### src/rtl/fifo_burst_reader.sv
// Pops FWFT FIFO words into framed bursts: full on progempty drop, partial on timeout/flush/dry FIFO.
// Latency 2 cycles pop->m_valid; m_ready low holds O, then H, then stops popping.
module fifo_burst_reader #(
    parameter int DW        = 8,
    parameter int BURST_LEN = 16,
    parameter int TIMEOUT   = 64
) (
    input  logic          clk,
    input  logic          rst_n,
    input  logic [DW-1:0] fifo_dout,
    input  logic          fifo_empty,
    input  logic          fifo_progempty,
    output logic          fifo_rd_en,
    input  logic          flush,
    output logic [DW-1:0] m_data,
    output logic          m_valid,
    input  logic          m_ready,
    output logic          m_last,
    output logic          busy,
    output logic          burst_done
);
    localparam int LW = $clog2(BURST_LEN + 1);
    localparam int TW = $clog2(TIMEOUT + 1);
    localparam logic [LW-1:0] LEN_MAX  = LW'(BURST_LEN);
    localparam logic [LW-1:0] LEN_LAST = LW'(BURST_LEN - 1);
    localparam logic [TW-1:0] TMO_LAST = TW'(TIMEOUT - 1);

    typedef enum logic [1:0] {S_IDLE, S_FULL, S_PART, S_DRAIN} state_t;

    state_t        state, state_nxt;
    logic [TW-1:0] timer;
    logic [LW-1:0] popped, sent;
    logic          h_valid;
    logic [DW-1:0] h_data;
    logic          in_burst, o_free, mv, pop, last_bit, start;

    always_ff @(posedge clk) begin
        if (!rst_n) state <= S_IDLE;
        else        state <= state_nxt;
    end

    always_comb begin
        state_nxt = state;
        case (state)
            S_IDLE: begin
                if (!fifo_progempty)                         state_nxt = S_FULL;
                else if (flush && !fifo_empty)               state_nxt = S_PART;
                else if (timer == TMO_LAST && !fifo_empty)   state_nxt = S_PART;
            end
            S_FULL, S_PART: if (mv && last_bit) state_nxt = S_DRAIN;
            S_DRAIN:        if (m_valid && m_ready) state_nxt = S_IDLE;
            default:        state_nxt = S_IDLE;
        endcase
    end

    // An empty FIFO only ends a partial burst; in FULL it is a stall, never an early last.
    always_comb begin
        in_burst   = (state == S_FULL) || (state == S_PART);
        o_free     = !m_valid || m_ready;
        mv         = in_burst && h_valid && o_free;
        last_bit   = (sent == LEN_LAST) || ((state == S_PART) && fifo_empty);
        pop        = in_burst && rst_n && !fifo_empty && (!h_valid || mv)
                     && (popped < LEN_MAX) && !(mv && last_bit);
        fifo_rd_en = pop;
        start      = (state == S_IDLE) && (state_nxt != S_IDLE);
    end

    always_ff @(posedge clk) begin
        if (!rst_n) begin
            timer      <= '0;
            popped     <= '0;
            sent       <= '0;
            h_valid    <= 1'b0;
            h_data     <= '0;
            m_data     <= '0;
            m_valid    <= 1'b0;
            m_last     <= 1'b0;
            busy       <= 1'b0;
            burst_done <= 1'b0;
        end else begin
            if (state == S_IDLE && state_nxt == S_IDLE)
                timer <= fifo_empty ? '0 : timer + TW'(1);
            else
                timer <= '0;

            if (start) begin
                popped <= '0;
                sent   <= '0;
            end else begin
                if (pop && popped < LEN_MAX) popped <= popped + LW'(1);
                if (mv && sent < LEN_MAX)    sent   <= sent + LW'(1);
            end

            if (pop) begin
                h_data  <= fifo_dout;
                h_valid <= 1'b1;
            end else if (mv) begin
                h_valid <= 1'b0;
            end

            if (mv) begin
                m_data  <= h_data;
                m_last  <= last_bit;
                m_valid <= 1'b1;
            end else if (m_ready) begin
                m_valid <= 1'b0;
                m_last  <= 1'b0;
            end

            busy       <= (state_nxt != S_IDLE);
            burst_done <= (state == S_DRAIN) && m_valid && m_ready;
        end
    end
endmodule

### config.mk
export PLATFORM = sky130hd
export DESIGN_NAME = fifo_burst_reader
export DESIGN_NICKNAME = d
export VERILOG_FILES = /design/src/rtl/fifo_burst_reader.sv
export SDC_FILE = /design/constraint.sdc
export NUM_CORES = 1
export LEC_CHECK = 0
export CORE_ASPECT_RATIO = 0.9
export CORE_MARGIN = 10
export CORE_UTILIZATION = 25
export CTS_BUF_LIST = sky130_fd_sc_hd__clkbuf_8
export CTS_CLUSTER_SIZE = 16
export DETAILED_ROUTE_END_ITERATION = 8
export PLACE_DENSITY = 0.54
export RECOVER_POWER = 50
export SETUP_SLACK_MARGIN = 0.15
export SYNTH_ARGS = -nofsm -noshare
export SYNTH_HDL_FRONTEND = slang
export SYNTH_SLANG_ARGS = --single-unit
### constraint.sdc
create_clock -name clk -period 2.3 [get_ports clk]
set_input_delay 0.23 -clock clk [delete_from_list [all_inputs] [get_ports clk]]
set_output_delay 0.23 -clock clk [all_outputs]
set_load 0.005 [all_outputs]
==> results of run 1 <==
[power groups by stage]
stage	sequential (mW)	combinational, mW	clock (mW)
after CTS	0.820	0.829	0.584
after detailed placement	0.833	0.799	0
after global routing	0.829	1.02	0.615
after global placement	0.832	0.798	0
after floorplan	0.822	0.589	0
final	0.820	0.942	0.572
[worst max-delay path, cell delays in order (launching register included)]
cell	delay (ps)
dfxtp_1	450
inv_1	100
ha_2	430
nand2_4	100
nor3_4	320
o221ai_4	190
a31oi_4	190
buf_12	150
nor3b_1	50
[logic make-up after synthesis]
| logic type | after synthesis | synth area share |
|---|---|---|
| muxes | 10 | 0.05674 |
| DFF | 40 | 0.4539 |
| adders and majority gates | 8 | 0.05674 |
| xor gates and xnor gates | 11 | 0.05461 |
| buffers and inverters | 13 | 0.03191 |
| AOI/OAI and AO/OA | 24 | 0.1149 |
| and+or+nand+nor | 80 | 0.2312 |
[worst max path at each step]
stage                                   start                endpoint  slack, ps  cells past startpoint
after floorplan           state[1]$_SDFF_PN0_  popped[4]$_SDFFE_PP0P_        410                      7
after global placement    state[1]$_SDFF_PN0_              fifo_rd_en        170                      6
after detailed placement  state[1]$_SDFF_PN0_              fifo_rd_en        150                      6
after CTS                 state[0]$_SDFF_PN0_    sent[2]$_SDFFE_PP0P_        160                      7
after global routing      state[1]$_SDFF_PN0_  popped[4]$_SDFFE_PP0P_         80                      8
final                     state[1]$_SDFF_PN0_  popped[4]$_SDFFE_PP0P_        190                      8
[timing repair]
item	in CTS	in global routing
setup endpoints to repair	3	18
pin swaps	2	3
setup buffers	0	1
gates resized for setup	8	2
[flip-flops by register name (all words and copies together) (netlist names)]
name        count
burst_done      1
busy            1
h_data          8
h_valid         1
m_data          8
m_last          1
m_valid         1
popped          5
sent            5
state           2
timer           7
[synthesized netlist by cell type (2+ instances only)]
cell type and n:
a21oi_1 12, and3_1 2, clkbuf_1 4, dfxtp_1 40
ha_1 8, inv_1 8, mux2i_1 10, nand2_1 21
nand2b_1 3, nand3_1 5, nor2_1 24, nor3_1 11
nor3_2 2, o311ai_2 2, or2_2 2, xnor2_1 9
xor2_1 2
[cell type report]
cell class / count / area, um2 / area share
Timing Repair Buffer: 33 / 312.8 / 0.1357
Clock buffer: 5 / 68.82 / 0.02986
Clock inverter: 3 / 42.54 / 0.01846
Tap cell: 90 / 112.6 / 0.04886
Multi-Input combinational cell: 133 / 937.1 / 0.4066
Sequential cell: 40 / 800.8 / 0.3474
Inverter: 8 / 30.03 / 0.01303
[layout by cell type (no fill, tap or decap), types with 5 or more instances in the layout]
master / netlist / layout
xnor2_1: 9 / 9
nand3_1: 5 / 5
dlygate4sd3_1: 0 / 12
a21oi_1: 12 / 11
nor3_1: 11 / 10
ha_1: 8 / 7
dfxtp_1: 40 / 40
mux2i_1: 10 / 10
nand2_1: 21 / 21
clkdlybuf4s50_1: 0 / 13
clkbuf_8: 0 / 5
nor2_1: 24 / 25
inv_1: 8 / 8
[metrics by stage]
step	total power [mW]	area [um2]	hold WS [ps]	setup slack [ps]	util
floorplan	1.411	1764	365.7	414.0	-
global placement	1.630	2156	438.6	167.1	0.3205
detailed placement	1.632	2156	444.1	151.9	0.3205
CTS	2.233	2280	456.5	163.7	0.3389
global route	2.467	2305	475.3	78.64	0.3426
finish	2.334	2305	453.1	193.2	0.3426
[layer usage]
| metal | wire, um | vias up | global-route usage |
|---|---|---|---|
| met5 | 0 | - | 0 |
| met4 | 25 | 0 | 0.01621 |
| met3 | 156 | 5 | 0.02645 |
| met2 | 1734 | 15 | 0.1067 |
| met1 | 1923 | 595 | 0.09517 |
| li1 | - | 699 | - |
==> flow_metrics.env, run 1 <==
export IMPL_start_util=0.2623
export IMPL_rr_endpoint="popped[4]$_SDFFE_PP0P_"
export IMPL_areaGrowthSynthToFinish_pct=30.64
export IMPL_synth_edf_count=0
export IMPL_grt_max_degree=32
export IMPL_diodes=0
export IMPL_fillerInstances=719
export IMPL_num_rows=28
export IMPL_hpwlAfterDp_mm=2.830
export IMPL_syn_avg_cell_area_um2=9.485
export IMPL_synth_top_area_share=0.4539
export IMPL_drt_initial_drc_count=50
export IMPL_cp_max_fo=10
export IMPL_p_clk_frac=0.245
export IMPL_slew_viol_final=0
export IMPL_ios=27
export IMPL_synth_fp_nets=208
export IMPL_start_kind="flip-flop"
export IMPL_final_antenna_net_count=0
export IMPL_worstRegToRegCells=8
export IMPL_synth_area_top_cells="dfxtp_1 45%, ha_1 5.7%, mux2i_1 5.7%"
export IMPL_p_leak_nw=0.8358
export IMPL_reg2reg_from="state[1]$_SDFF_PN0_"
export IMPL_max_freq_mhz=474.7
export IMPL_via_per_inst=4.212
export IMPL_p_per_area_mw_per_mm2=1013
export IMPL_slew_headroom=0.7071
export IMPL_cts_sinks=40
export IMPL_peakVddDrop_uv=473.0
export IMPL_maxCapViolCount=0
export IMPL_clk_pin_slew_ps=80
export IMPL_drt_pass1_iterations=4
export IMPL_synth_ff_type="dfxtp_1"
export IMPL_ys_seq_elements=40
export IMPL_die_w_um=108.6
export IMPL_yosys_warnings=0
export IMPL_sequentialPowerShare=0.351
export IMPL_dieArea_mm2=0.01082
export IMPL_ff2ff_setup_slack_ps=190
export IMPL_clk_path_buf_depth=2
export IMPL_synth_cell_types=38
export IMPL_coreArea_mm2=0.006726
export IMPL_gp_congestion=0.7245
export IMPL_synth_top_cell_by_area="dfxtp_1"
export IMPL_clock_latency_ps=290
export IMPL_fp_dieH_um=99.70
export IMPL_p_sw_uw=822.8
export IMPL_drive_gt1_frac=0.1441
export IMPL_drc=0
export IMPL_crit_path_end_kind="flip-flop"
export IMPL_antenna_found_initial=0
export IMPL_yosysSeqAreaShare=0.4539
export IMPL_finalNonFillerCells=312
export IMPL_min_path_type="reg2reg"
export IMPL_dpl_cell_count=303
export IMPL_criticalPathCategory="reg2reg"
export IMPL_arrival_ps=2270
export IMPL_cp_required_ps=2460
export IMPL_hold_viol=0
export IMPL_synthCells=186
export IMPL_h_tree_depth=2
export IMPL_ctsHoldBuffers=0
export IMPL_wirelength_mm=3.839
export IMPL_vias=1314
export IMPL_status="finished clean"
export IMPL_tns_ps=0
export IMPL_wl_per_cell_um=12.30
export IMPL_fin_crit_ps=2107
export IMPL_grtUsageTotal=0.07145
export IMPL_grt_pass1_vias=1273
export IMPL_period_share=0.9160
export IMPL_grt_overflow=0
export IMPL_hold_end="m_data[4]$_SDFFE_PN0P_"
export IMPL_worstMarginPinSlew_ps=439.3
export IMPL_async_reset_ff_frac=0
export IMPL_nNetsFinal=243
export IMPL_cts_tree="built"
export IMPL_syn_area_mm2=0.001764
export IMPL_rsz0062_at_grt="true"
export IMPL_cts_root_buf="clkbuf_8"
export IMPL_hold_start="m_data[4]$_SDFFE_PN0P_"
export IMPL_min_path_cells=2
export IMPL_setup_viol=0
export IMPL_grt_pass1_wl_mm=6.285
export IMPL_comb_power_share=0.404
export IMPL_p_int_mw=1.511
export IMPL_numCtsBuffers=5
export IMPL_port_buffers=26
export IMPL_finClkSkew_ps=7.768
export IMPL_swShare=0.3526
No activity file was read; power rests on OpenSTA's default activity.
==> run 2: changes to the inputs <==
--- a/config.mk
+++ b/config.mk
@@ -8,9 +8,9 @@
 export CORE_ASPECT_RATIO = 0.9
 export CORE_MARGIN = 10
-export CORE_UTILIZATION = 25
+export CORE_UTILIZATION = 42
 export CTS_BUF_LIST = sky130_fd_sc_hd__clkbuf_8
 export CTS_CLUSTER_SIZE = 16
 export DETAILED_ROUTE_END_ITERATION = 8
-export PLACE_DENSITY = 0.54
+export PLACE_DENSITY = 0.76
 export RECOVER_POWER = 50
 export SETUP_SLACK_MARGIN = 0.15
==> constraint.sdc (replaced) <==
create_clock -name clk -period 2.3 [get_ports clk]
set_input_delay 0.345 -clock clk [delete_from_list [all_inputs] [get_ports clk]]
set_output_delay 0.345 -clock clk [all_outputs]
set_load 0.005 [all_outputs]
==> flow_metrics.env, run 2 (synthesized netlist as in run 1, its figures left out) <==
export IMPL_status="finished clean"
export IMPL_gp_congestion=0.8303
export IMPL_ios=27
export IMPL_start_util=0.4330
export IMPL_rsz0062_at_grt="false"
export IMPL_multiInputGateArea_um2=938.4
export IMPL_p_leak_nw=0.8911
export IMPL_endpoint="fifo_rd_en"
export IMPL_final_cell_mix="37 x dfxtp_1, 24 x nor2_1, 21 x nand2_1"
export IMPL_period_share=0.8885
export IMPL_criticalPathCategory="reg2out"
export IMPL_nNetsFinal=254
export IMPL_finalNonFillerCells=281
export IMPL_numCtsBuffers=5
export IMPL_drc=0
export IMPL_min_path_type="reg2reg"
export IMPL_drive_gt1_frac=0.2017
export IMPL_die_w_um=88.32
export IMPL_tns_ps=0
export IMPL_pre_cts_ws_ps=-51.93
export IMPL_seq_area_um2=804.5
export IMPL_fin_hold_ws_ps=451.3
export IMPL_grt_pass1_wl_mm=6.072
export IMPL_drt_initial_drc_count=43
export IMPL_drt_pass1_iterations=4
export IMPL_fin_crit_ps=2044
export IMPL_placed_area_mm2=0.002178
export IMPL_worstMarginPinSlew_ps=646.7
export IMPL_grt_max_degree=33
export IMPL_min_path_cells=1
export IMPL_hold_start="timer[0]$_SDFF_PP0_"
export IMPL_setup_ws_ps=256.5
export IMPL_cts_root_buf="clkbuf_8"
export IMPL_cts_sinks=40
export IMPL_layout_commonest_cell="dfxtp_1"
export IMPL_grt_overflow=0
export IMPL_cts_tree="built"
export IMPL_coreArea_mm2=0.004074
export IMPL_areaGrowthSynthToFinish_pct=32.48
export IMPL_hpwlAfterDp_mm=2.664
export IMPL_wirelength_mm=3.655
export IMPL_fillerInstances=358
export IMPL_cp_max_fo=2
export IMPL_wl_per_cell_um=13.01
export IMPL_crit_start="sent[0]$_SDFFE_PP0P_"
export IMPL_grtUsageTotal=0.1061
export IMPL_clock_latency_ps=290
export IMPL_arrival_ps=1700
export IMPL_vias=1410
export IMPL_antenna_found_initial=0
export IMPL_cp_required_ps=1960
export IMPL_clk_pin_slew_ps=70
export IMPL_crit_path_end_kind="output port"
export IMPL_fp_dieH_um=81.49
export IMPL_peakVddDrop_uv=590.0
export IMPL_h_tree_depth=2
export IMPL_num_rows=22
export IMPL_worstRegToRegCells=9
export IMPL_fin_area_mm2=0.002337
export IMPL_start_kind="flip-flop"
export IMPL_rr_endpoint="sent[0]$_SDFFE_PP0P_"
export IMPL_slew_viol_final=0
export IMPL_slew_headroom=0.5689
export IMPL_diodes=0
export IMPL_finClkSkew_ps=4.067
export IMPL_grt_pass1_vias=1394
export IMPL_p_per_area_mw_per_mm2=1027
export IMPL_clk_path_buf_depth=2
export IMPL_max_freq_mhz=489.4
export IMPL_maxCapViolCount=0
export IMPL_hold_viol=0
export IMPL_final_antenna_net_count=0
export IMPL_setup_viol=0
export IMPL_dpl_cell_count=271
export IMPL_largestRegisters="h_data (8), m_data (8), timer (7)"
export IMPL_ff2ff_setup_slack_ps=310
export IMPL_reg2reg_from="state[0]$_SDFF_PN0_"
export IMPL_ctsHoldBuffers=0
export IMPL_port_buffers=26
export IMPL_via_per_inst=5.018
export IMPL_dieArea_mm2=0.007196
run 2: cell types whose count changed in the layout (fill, tap and decap cells not counted), sizes merged:
cell | previous run | this run
clkbuf | 7 | 9
dlygate4sd3 | 12 | 14
buf | 6 | 15
clkdlybuf4s50 | 13 | 11
run 2: cell type report:
type | count | area share
multi-input cells | 133 | 0.4015
flip-flops and latches | 40 | 0.3442
inverters | 8 | 0.01285
well taps | 48 | 0.02570
clock buffers | 5 | 0.02944
repair buffers | 44 | 0.1681
clock inverters | 3 | 0.01820
run 2: through the flow:
stage | power (mW) | utilization
after floorplan | 1.411 | -
after global placement | 1.691 | 0.5347
after detailed placement | 1.705 | 0.5347
after CTS | 2.294 | 0.5670
after global routing | 2.529 | 0.5737
final | 2.400 | 0.5737
run 2: report_power, final:
group          internal, mW  total [mW]  switching [mW]  leakage, nW
clock                 0.321       0.564           0.244       0.0541
sequential            0.764       0.809          0.0450        0.325
combinational         0.498        1.03           0.528        0.512
run 2: how the worst min path moves through the flow:
stage                             end
2_1_floorplan     timer[0]$_SDFF_PP0_
3_3_place_gp      timer[0]$_SDFF_PP0_
3_5_place_dp      timer[0]$_SDFF_PP0_
4_1_cts           timer[0]$_SDFF_PP0_
5_1_grt        m_data[2]$_SDFFE_PN0P_
6_report          timer[0]$_SDFF_PP0_
run 2: repair_timing:
item,CTS,global route
pin swaps,2,4
endpoints found under the setup margin,1,11
gates resized for setup,10,3
setup buffers,1,1
run 2: per-layer routing:
metal | wire, um | vias up | global-route usage
li1 | - | 734 | -
met3 | 160 | 2 | 0.02967
met5 | 0 | - | 0
met2 | 1686 | 18 | 0.1648
met4 | 42 | 0 | 0.06129
met1 | 1764 | 656 | 0.1297
run 2: worst max-delay path, stage by stage, from the launching register on:
cell      delay (ps)
dfxtp_2          320
ha_1             190
and3_1           170
ha_2             180
inv_2             60
o311ai_4         100
nor3_4           240
buf_2            150
==> run 3: changes to the inputs <==
ABC_AREA = 1   (was not set)
GPL_ROUTABILITY_DRIVEN = 1   (was not set)
==> flow_metrics.env, run 3 <==
export IMPL_slew_headroom=0.5929
export IMPL_grtUsageTotal=0.1040
export IMPL_synth_cell_types=24
export IMPL_slew_viol_final=0
export IMPL_vias=1443
export IMPL_setup_viol=0
export IMPL_wl_met2_mm=1.556
export IMPL_synthCells=219
export IMPL_fin_crit_ps=1989
export IMPL_async_reset_ff_frac=0
export IMPL_drt_initial_drc_count=81
export IMPL_drc=0
export IMPL_coreArea_mm2=0.003836
export IMPL_synth_edf_count=0
export IMPL_final_antenna_net_count=0
export IMPL_fp_dieH_um=80.65
export IMPL_via_per_inst=4.716
export IMPL_start_util=0.4475
export IMPL_p_leak_nw=0.9329
export IMPL_maxCapViolCount=0
export IMPL_period_share=0.8649
export IMPL_synthMuxAreaShare=0.006560
export IMPL_dieArea_mm2=0.007048
export IMPL_num_rows=21
export IMPL_dpl_cell_count=296
export IMPL_tns_ps=0
export IMPL_synth_commonest_cells="41 x nand2_1, 40 x dfxtp_1, 32 x nor2_1"
export IMPL_crit_path_end_kind="output port"
export IMPL_port_buffers=26
export IMPL_arrival_ps=1640
export IMPL_yosysSeqAreaShare=0.4665
export IMPL_synth_compound_area_frac=0.1195
export IMPL_hpwlAfterDp_mm=2.502
export IMPL_synth_xor_area_frac=0.05102
export IMPL_nNetsFinal=281
export IMPL_crit_chain="inv_1 > ha_4 > nand2_2 > a21oi_4 > inv_2 > nand2_2 > nand3_2 > inv_2 > clkbuf_2"
export IMPL_critPathMaxStageDelay_ps=330
export IMPL_numCtsBuffers=5
export IMPL_cpMaxStageDelayCell="dfxtp_1"
export IMPL_hold_start="timer[0]$_SDFF_PP0_"
export IMPL_max_freq_mhz=502.7
export IMPL_syn_avg_cell_area_um2=7.839
export IMPL_areaGrowthSynthToFinish_pct=28.86
export IMPL_antenna_found_initial=0
export IMPL_ios=27
export IMPL_grt_max_degree=21
export IMPL_met3_length_um=199
export IMPL_diodes=0
export IMPL_die_w_um=87.39
export IMPL_top_layer="met4"
export IMPL_cp_max_fo=4
export IMPL_largestRegisters="h_data (8), m_data (8), timer (7)"
export IMPL_crit_family="buffers and inverters"
export IMPL_wl_per_cell_um=11.17
export IMPL_criticalPathCategory="reg2out"
export IMPL_ctsHoldBuffers=0
export IMPL_worstMarginPinSlew_ps=610.6
export IMPL_yosys_warnings=0
export IMPL_hold_viol=0
export IMPL_cp_required_ps=1960
export IMPL_start_kind="flip-flop"
export IMPL_cts_tree="built"
export IMPL_grt_overflow=0
export IMPL_ys_seq_elements=40
export IMPL_wirelength_mm=3.418
export IMPL_synth_area_top_cells="dfxtp_1 47%, nand2_1 9.0%, nor2_1 7.0%"
export IMPL_synth_fp_nets=241
export IMPL_clk_path_buf_depth=2
export IMPL_h_tree_depth=2
export IMPL_clock_latency_ps=290
export IMPL_status="finished clean"
export IMPL_finClkSkew_ps=5.234
export IMPL_wl_met1_mm=1.601
export IMPL_crit_start="state[0]$_SDFF_PN0_"
export IMPL_synthAdderAreaFrac=0.05831
export IMPL_synth_top_area_share=0.4665
export IMPL_synth_top_cell_by_area="dfxtp_1"
export IMPL_synth_ff_type="dfxtp_1"
export IMPL_final_cell_mix="38 x nand2_1, 38 x dfxtp_1, 32 x nor2_1"
export IMPL_clk_pin_slew_ps=70
export IMPL_min_path_type="reg2reg"
export IMPL_synth_simple_area_share=0.2106
export IMPL_reg2reg_from="state[0]$_SDFF_PN0_"
export IMPL_fin_area_mm2=0.002212
export IMPL_drt_pass1_iterations=4
export IMPL_grt_pass1_wl_mm=5.830
export IMPL_peakVddDrop_uv=353.3
export IMPL_grt_pass1_vias=1284
export IMPL_p_per_area_mw_per_mm2=654.8
export IMPL_cts_root_buf="clkbuf_8"
export IMPL_syn_area_mm2=0.001717
export IMPL_yosysMostFrequentCell="nand2_1"
export IMPL_finalNonFillerCells=306
export IMPL_cts_sinks=40
export IMPL_synth_top_family_by_area="simple AND/OR/NAND/NOR gates"
export IMPL_rsz0062_at_grt="false"
export IMPL_placed_area_mm2=0.002076
export IMPL_gp_congestion=0.7671
export IMPL_cp_buffers_inverters=4
export IMPL_drive_gt1_frac=0.1346
run 3: cell types whose count changed in the layout (fill, tap and decap cells not counted), sizes merged, moves of 10 or more:
cell | before | now
nand2 | 22 | 42
nor3 | 14 | 0
mux2i | 10 | 0
inv | 8 | 32
a21oi | 12 | 22
o21ai | 1 | 16
run 3: logic make-up after synthesis:
kind of cell | after synthesis
simple gates | 86
buf+inv | 36
fa+ha+maj | 8
flops | 40
xor+xnor | 10
mux | 1
compound gates | 38
run 3: layout make-up:
class / instances / area [um2]
Fill cell: 346 / 1624
Sequential cell: 40 / 803.3
Multi-Input combinational cell: 143 / 792.0
Timing Repair Buffer: 38 / 335.3
Inverter: 31 / 116.4
Clock buffer: 5 / 68.82
Tap cell: 46 / 57.56
Clock inverter: 3 / 38.79
run 3: power by group:
group	switching, mW	leakage (nW)	internal (mW)
Combinational	0.0917	0.549	0.0774
Clock	0.237	0.0593	0.317
Sequential	0.00976	0.325	0.715
Total	0.339	0.933	1.11
run 3: worst paths after layout:
check | end | slack (ps) | cells after the start
worst max-delay path | fifo_rd_en | 310 | 9
worst min-delay path | timer[0]$_SDFF_PP0_ | 450 | 1
worst max register to register | popped[0]$_SDFFE_PP0P_ | 310 | 15
worst min register to register | timer[0]$_SDFF_PP0_ | 450 | 1
run 3: metrics by stage:
stage	power (mW)	util	setup WS (ps)	hold slack [ps]
after floorplan	0.8346	-	587.6	417.9
after global placement	0.9020	0.5411	76.07	432.1
after detailed placement	0.9048	0.5411	52.21	439.9
after CTS	1.464	0.5770	173.9	450.5
after global routing	1.511	0.5766	107.7	481.3
final	1.448	0.5766	310.6	451.7
run 3: what timing repair did:
item,4_1_cts,5_1_grt
pin swaps,2,1
endpoints found under the setup margin,1,6
setup buffers,1,1
hold endpoints to repair,0,0
resized for setup,8,6
run 3: worst register-to-register path: stages (launching register included):
cell,delay [ps]
dfxtp_1,330
inv_1,100
ha_4,290
nand2_2,70
a21oi_4,160
buf_6,120
nand2_2,50
clkbuf_1,130
nand2_1,70
nand2_1,60
nand2_1,100
inv_1,60
nand2_1,50
nand2_1,50
nand2_2,170
nor2_1,70
run 3: metal layers:
layer | vias up | global-route usage
met3 | 5 | 0.04137
met4 | 0 | 0.05414
met1 | 656 | 0.1246
met5 | - | 0
li1 | 762 | -
met2 | 20 | 0.1563
